$ cat src/rtl/cbw_pkg.sv
// Shared types and default geometry for the camera write path.
// The SDRAM controller and VGA read side import the same defaults.
package cbw_pkg;

   typedef enum logic [1:0] {IDLE, REQ, XFER} state_t;

   localparam int PIX_W         = 16;       // RGB565
   localparam int DEF_BURST     = 8;        // words per SDRAM write burst
   localparam int DEF_FRAME_PIX = 307200;   // 640x480
   localparam int DEF_ADDR_W    = 22;       // SDRAM word address width

endpackage

$ cat src/rtl/cbw_fifo.sv
// Single-clock first-word-fall-through pixel FIFO with flush.
// A push while full is still taken when the same cycle pops; a flush
// empties the FIFO and, if pushing, leaves the new word as sole entry.
module cbw_fifo
   import cbw_pkg::*;
#(
   parameter int DEPTH = 16,
   parameter int W     = PIX_W
) (
   input  logic                     CLK,
   input  logic                     RSTn,
   input  logic                     flush,
   input  logic                     push,
   input  logic [W-1:0]             din,
   input  logic                     pop,
   output logic [W-1:0]             dout,
   output logic [$clog2(DEPTH):0]   level,
   output logic                     drop
);

   localparam int PW = $clog2(DEPTH);
   localparam int LW = PW + 1;

   logic [W-1:0]  mem [DEPTH];
   logic [PW-1:0] wptr, rptr;
   logic          full, empty, do_push, do_pop;

   assign full    = (level == LW'(DEPTH));
   assign empty   = (level == '0);
   assign do_pop  = pop && !empty && !flush;
   assign do_push = push && (flush || !full || do_pop);
   assign drop    = push && !do_push;

   // Head is shown combinationally; an empty FIFO presents zero
   assign dout = empty ? '0 : mem[rptr];

   // Storage write; a flushing push lands in slot 0
   always_ff @(posedge CLK) begin
      if (do_push)
         mem[flush ? '0 : wptr] <= din;
   end

   // Pointers and occupancy
   always_ff @(posedge CLK or negedge RSTn) begin
      if (!RSTn) begin
         wptr  <= '0;
         rptr  <= '0;
         level <= '0;
      end else if (flush) begin
         rptr  <= '0;
         wptr  <= do_push ? PW'(1) : '0;
         level <= do_push ? LW'(1) : '0;
      end else begin
         if (do_push) wptr <= wptr + 1'b1;
         if (do_pop)  rptr <= rptr + 1'b1;
         level <= level + LW'(do_push) - LW'(do_pop);
      end
   end

endmodule

$ cat src/rtl/cmos_burst_writer.sv
// Camera pixel to SDRAM burst writer: buffers RGB565 pixels, requests
// fixed-length write bursts at frame-relative addresses, wraps per frame.
module cmos_burst_writer
   import cbw_pkg::*;
#(
   parameter int                BURST      = DEF_BURST,
   parameter int                FIFO_DEPTH = 16,
   parameter int                ADDR_W     = DEF_ADDR_W,
   parameter logic [ADDR_W-1:0] BASE_ADDR  = '0,
   parameter int                FRAME_PIX  = DEF_FRAME_PIX
) (
   input  logic                        CLK,
   input  logic                        RSTn,
   input  logic                        pix_valid,
   input  logic [PIX_W-1:0]            pix_data,
   input  logic                        pix_sof,
   output logic                        wr_req,
   output logic [ADDR_W-1:0]           wr_addr,
   input  logic                        wr_ack,
   input  logic                        wr_rd,
   output logic [PIX_W-1:0]            wr_data,
   output logic                        frame_done,
   output logic                        ovf,
   output logic [$clog2(FIFO_DEPTH):0] fifo_level
);

   localparam int                LW        = $clog2(FIFO_DEPTH) + 1;
   localparam int                BW        = $clog2(BURST) + 1;
   localparam logic [ADDR_W-1:0] BURST_A   = ADDR_W'(BURST);
   localparam logic [ADDR_W-1:0] FRAME_END = BASE_ADDR + ADDR_W'(FRAME_PIX);

   state_t            state, state_nx;
   logic [ADDR_W-1:0] addr_cnt, addr_nx;
   logic [BW-1:0]     beat_cnt, beat_nx;
   logic              sof_pend, sof_pend_nx, frame_done_nx;
   logic              sof, flush, pop, burst_end, drop;

   // A new frame outside a transfer restarts buffering; inside a transfer
   // it is deferred so the granted burst still completes intact.
   assign sof       = pix_valid && pix_sof;
   assign flush     = sof && (state != XFER);
   assign pop       = (state == XFER) && wr_rd && (beat_cnt < BW'(BURST));
   assign burst_end = pop && (beat_cnt == BW'(BURST - 1));

   assign wr_req  = (state == REQ);
   assign wr_addr = addr_cnt;

   cbw_fifo #(.DEPTH(FIFO_DEPTH), .W(PIX_W)) u_fifo (
      .CLK   (CLK),
      .RSTn  (RSTn),
      .flush (flush),
      .push  (pix_valid),
      .din   (pix_data),
      .pop   (pop),
      .dout  (wr_data),
      .level (fifo_level),
      .drop  (drop)
   );

   // Next-state, beat counting and burst-end address update
   always_comb begin
      state_nx      = state;
      addr_nx       = addr_cnt;
      beat_nx       = beat_cnt;
      sof_pend_nx   = sof_pend;
      frame_done_nx = 1'b0;
      case (state)
         IDLE: begin
            if (flush) begin
               addr_nx     = BASE_ADDR;
               sof_pend_nx = 1'b0;
            end else if (fifo_level >= LW'(BURST)) begin
               state_nx = REQ;
            end
         end
         REQ: begin
            // sof wins over a same-cycle ack: the request is withdrawn
            if (flush) begin
               addr_nx     = BASE_ADDR;
               sof_pend_nx = 1'b0;
               state_nx    = IDLE;
            end else if (wr_ack) begin
               state_nx = XFER;
               beat_nx  = '0;
            end
         end
         XFER: begin
            if (sof) sof_pend_nx = 1'b1;
            if (pop) beat_nx = beat_cnt + 1'b1;
            if (burst_end) begin
               state_nx = IDLE;
               // an sof landing on the final beat counts as pending too
               if (sof_pend || sof) begin
                  addr_nx     = BASE_ADDR;
                  sof_pend_nx = 1'b0;
               end else if (addr_cnt + BURST_A == FRAME_END) begin
                  addr_nx       = BASE_ADDR;
                  frame_done_nx = 1'b1;
               end else begin
                  addr_nx = addr_cnt + BURST_A;
               end
            end
         end
         default: state_nx = IDLE;
      endcase
   end

   // State, counters and sticky overflow
   always_ff @(posedge CLK or negedge RSTn) begin
      if (!RSTn) begin
         state      <= IDLE;
         addr_cnt   <= BASE_ADDR;
         beat_cnt   <= '0;
         sof_pend   <= 1'b0;
         frame_done <= 1'b0;
         ovf        <= 1'b0;
      end else begin
         state      <= state_nx;
         addr_cnt   <= addr_nx;
         beat_cnt   <= beat_nx;
         sof_pend   <= sof_pend_nx;
         frame_done <= frame_done_nx;
         ovf        <= ovf | drop;
      end
   end

endmodule

$ cat config.mk
export PLATFORM = sky130hd
export DESIGN_NAME = cmos_burst_writer
export DESIGN_NICKNAME = d
export VERILOG_FILES = /design/src/rtl/cbw_pkg.sv /design/src/rtl/cbw_fifo.sv /design/src/rtl/cmos_burst_writer.sv
export SDC_FILE = /design/constraint.sdc
export NUM_CORES = 1
export LEC_CHECK = 0
export ABC_AREA = 1
export ABC_CLOCK_PERIOD_IN_PS = 2350
export BUFFER_PORTS_ARGS = -buffer_cell sky130_fd_sc_hd__buf_2
export CAP_MARGIN = 15
export CORE_MARGIN = 5
export CORE_UTILIZATION = 57
export CTS_BUF_LIST = sky130_fd_sc_hd__clkbuf_4 sky130_fd_sc_hd__clkbuf_8
export DETAILED_ROUTE_END_ITERATION = 8
export GPL_ROUTABILITY_DRIVEN = 0
export MAX_ROUTING_LAYER = met4
export PLACE_DENSITY = 0.86
export SYNTH_ARGS = -nofsm -noshare
export SYNTH_HDL_FRONTEND = slang
export SYNTH_SLANG_ARGS = --single-unit
$ cat constraint.sdc
create_clock -name CLK -period 2.35 [get_ports CLK]
set_input_delay 0 -clock CLK [delete_from_list [all_inputs] [get_ports CLK]]
set_output_delay 0 -clock CLK [all_outputs]
set_load 0.05 [all_outputs]
==> flow_summary.toml <==
[run_status]
status = "finished, violations left"
failed_checks = "setup timing"

[synth]
synth_edf_count = 256
synth_xor_area_share_pct = 0.127
postSynthCellCount = 1136
synthFlopType = "edfxtp_1"
ys_ff_latch = 297
syn_area_um2 = 12800
yosysUniqueCellTypes = 41
synth_top_family_by_area = "simple AND/OR/NAND/NOR gates"
ys_seq_area_share_pct = 68.3
synthAdderAreaFrac_pct = 1.33
synth_top_area_share_pct = 60.2
yosys.area.top_type = "edfxtp_1"
synth-simple-area-share_pct = 15.3
yosys-top-cells-area = "edfxtp_1, nand2_1, dfrtp_1"
syn_avg_cell_area_um2 = 11.2
synthMuxAreaShare_pct = 0
synth_compound_area_share_pct = 10.6
ys.warnings.count = 0
async_flop_share_pct = 13.8

[final_layout]
fin_cells = 1643
layout_common_cells = "nand2_1, edfxtp_1, nor2_1"
post-route-util_pct = 75.0
drive_gt1_share_pct = 31.5
fin_area_um2 = 16500
antennaDiodeCount = 0
layout_commonest_cell = "nand2_1"
syn2layout_area_growth_pct = 29.1
final_nets = 1360
fill_cells = 1118

[route]
drt-initial-drc-count = 2072
detail-route-antenna-nets = 0
wirelength_um = 44000
firstDrtPassIters = 6
detail_route.wl_per_cell_um = 26.8
drc = 0
via_per_inst = 6.63
vias = 10900

[clock_tree]
cts_root_buf = "clkbuf_8"
cts_buffer_depth = 3
cts.sinks = 297
path_clk_slew_ns = 0.07
htree_levels = 2
clock_latency_ns = 0.58
cts_made_buffers = 47
tritoncts = "built"

[placed_design]
dp_hpwl_um = 19800
dp_cells = 1493
portBuffers = 64
dpl_cell_area_um2 = 14000

[pwr]
powerDensity_nw_per_um2 = 836
max-vdd-ir-drop_uv = 567
p_leak_nw = 6.30

[sta]
min_period_ns = 2.64
skew_ns = 0.0219
clock.fmax_mhz = 378
slew_violations = 0
fin_crit_sh_pct = 112
rsz0062_at_grt = "yes"
setup_viol = 50
setup_ws_ns = -0.294
finalHoldViolCount = 0
tightest_slew_ns = 0.849
slew_headroom_pct = 43.2

[critical_path]
cp_data_required_time_ns = 2.35
slowest_stage = "dfrtp_4"
cp.arrival_ns = 2.64
critPathLaunchType = "flip-flop"
end_kind = "primary output"
worstSetupPathType = "flip-flop to primary output"
worst-path-max-fanout = 7
crit_chain = "clkinv_8, buf_12, buf_12, buf_4, a21oi_2, o221ai_2, nor2_1, a211oi_2, buf_6"
cpMostUsedCell = "buf_12"
max_stage_delay_ns = 0.57

[global_route]
grt_pass1_wl_um = 58600
grt_max_degree = 45
grt_pass1_vias = 10300
overflow = 0
gr-usage-all-layers_pct = 30.6
antenna_found_initial = 0

[die]
start_util_pct = 58.1
io_pins = 68
core-area_um2 = 22000
chipWidth_um = 160
num_rows = 54
die_y_um = 160
dieArea_um2 = 25500

[run]
drv_cap = 0

[hold_path]
hp-class = "input pin to flip-flop"
==> worst paths after layout <==
kind	start	slack [ns]	end	depth (start not counted)
worst max-delay path	u_fifo.rptr[0]	-0.29	wr_data[8]	9
worst min-delay path	wr_ack	0.31	state[0]	5
worst max register to register	u_fifo.level[2]	-0.17	u_fifo.level[4]	18
worst min register to register	state[0]	0.49	state[0]	1
max in group asynchronous	RSTn	0.64	wr_addr[20]	4
min in group asynchronous	RSTn	0.53	u_fifo.wptr[1]	4
==> through the flow <==
step / TNS (ns) / hold slack, ns / setup slack, ns / power [W]
after global routing: -11.23 / 0.348 / -0.273 / 0.0141
after detailed placement: -0.0291 / -0.0370 / -0.0291 / 0.00865
final: -3.49 / 0.308 / -0.294 / 0.0138
after CTS: -1.02 / 0.273 / -0.117 / 0.0131
after floorplan: -19.95 / -0.296 / -0.0933 / 0.00772
after global placement: 0 / -0.0469 / 0.0174 / 0.00854
==> cells in the mapped netlist (12+ instances only) <==
master    instances
a211oi_1         16
a21boi_0         16
a21oi_1          94
buf_2            23
clkbuf_1         26
dfrtp_1          41
edfxtp_1        256
ha_1             12
inv_1            69
nand2_1         275
nand3_1          34
nor2_1           96
nor3_1           20
o21ai_0          50
o221ai_1         16
o22ai_1          20
==> per-layer routing <==
layer	track usage, %	vias up	share of wire (%)
met2	49.0	1147	47
met4	16.6	0	8.2
met1	37.1	5061	32
li1	-	4361	-
met3	5.88	327	13
met5	-	-	0
==> cell type report <==
| cell class | instances | area (um2) | area share [%] |
|---|---|---|---|
| clock buffers | 66 | 802 | 4.87 |
| flip-flops and latches | 297 | 8720 | 53.0 |
| well taps | 280 | 350 | 2.13 |
| clock inverters | 21 | 120 | 0.729 |
| multi-input cells | 708 | 4120 | 25.0 |
| repair buffers | 192 | 2040 | 12.4 |
| inverters | 79 | 318 | 1.93 |
==> state kept, by name, indices dropped and copies added, names as in the netlist <==
register,count
u_fifo.mem,256
wr_addr,19
u_fifo.level,5
beat_cnt,4
u_fifo.rptr,4
u_fifo.wptr,4
state,2
frame_done,1
ovf,1
sof_pend,1
==> power by group <==
group / internal [W] / switching [W] / leakage (nW)
combinational: 0.000947 / 0.00191 / 3.06
sequential: 0.00623 / 0.000200 / 2.75
clock: 0.00232 / 0.00217 / 0.486
==> cells by family (layout without fill, tap and decap cells) <==
| kind of cell | count (synthesis) | count (layout) |
|---|---|---|
| buffers and inverters | 133 | 358 |
| DFF | 297 | 297 |
| other | 1 | 3 |
| adders and majority gates | 13 | 13 |
| xor gates and xnor gates | 1 | 1 |
| and+or+nand+nor | 460 | 460 |
| AOI/OAI and AO/OA | 231 | 231 |
==> repair_timing <==
item,CTS,global route
hold endpoints to repair,312,0
setup buffers,10,20
resized for setup,111,112
setup endpoints to repair,17,274
pin swaps,23,46
hold buffers,25,0
cloned,8,10
==> critical path, delay by kind of cell, from the launching register on <==
| family | cells | cell delay, ns |
|---|---|---|
| buf+inv | 5 | 0.75 |
| compound gates | 3 | 0.62 |
| flops | 1 | 0.57 |
| simple gates | 1 | 0.12 |
Power figures use the tool's default switching activity.
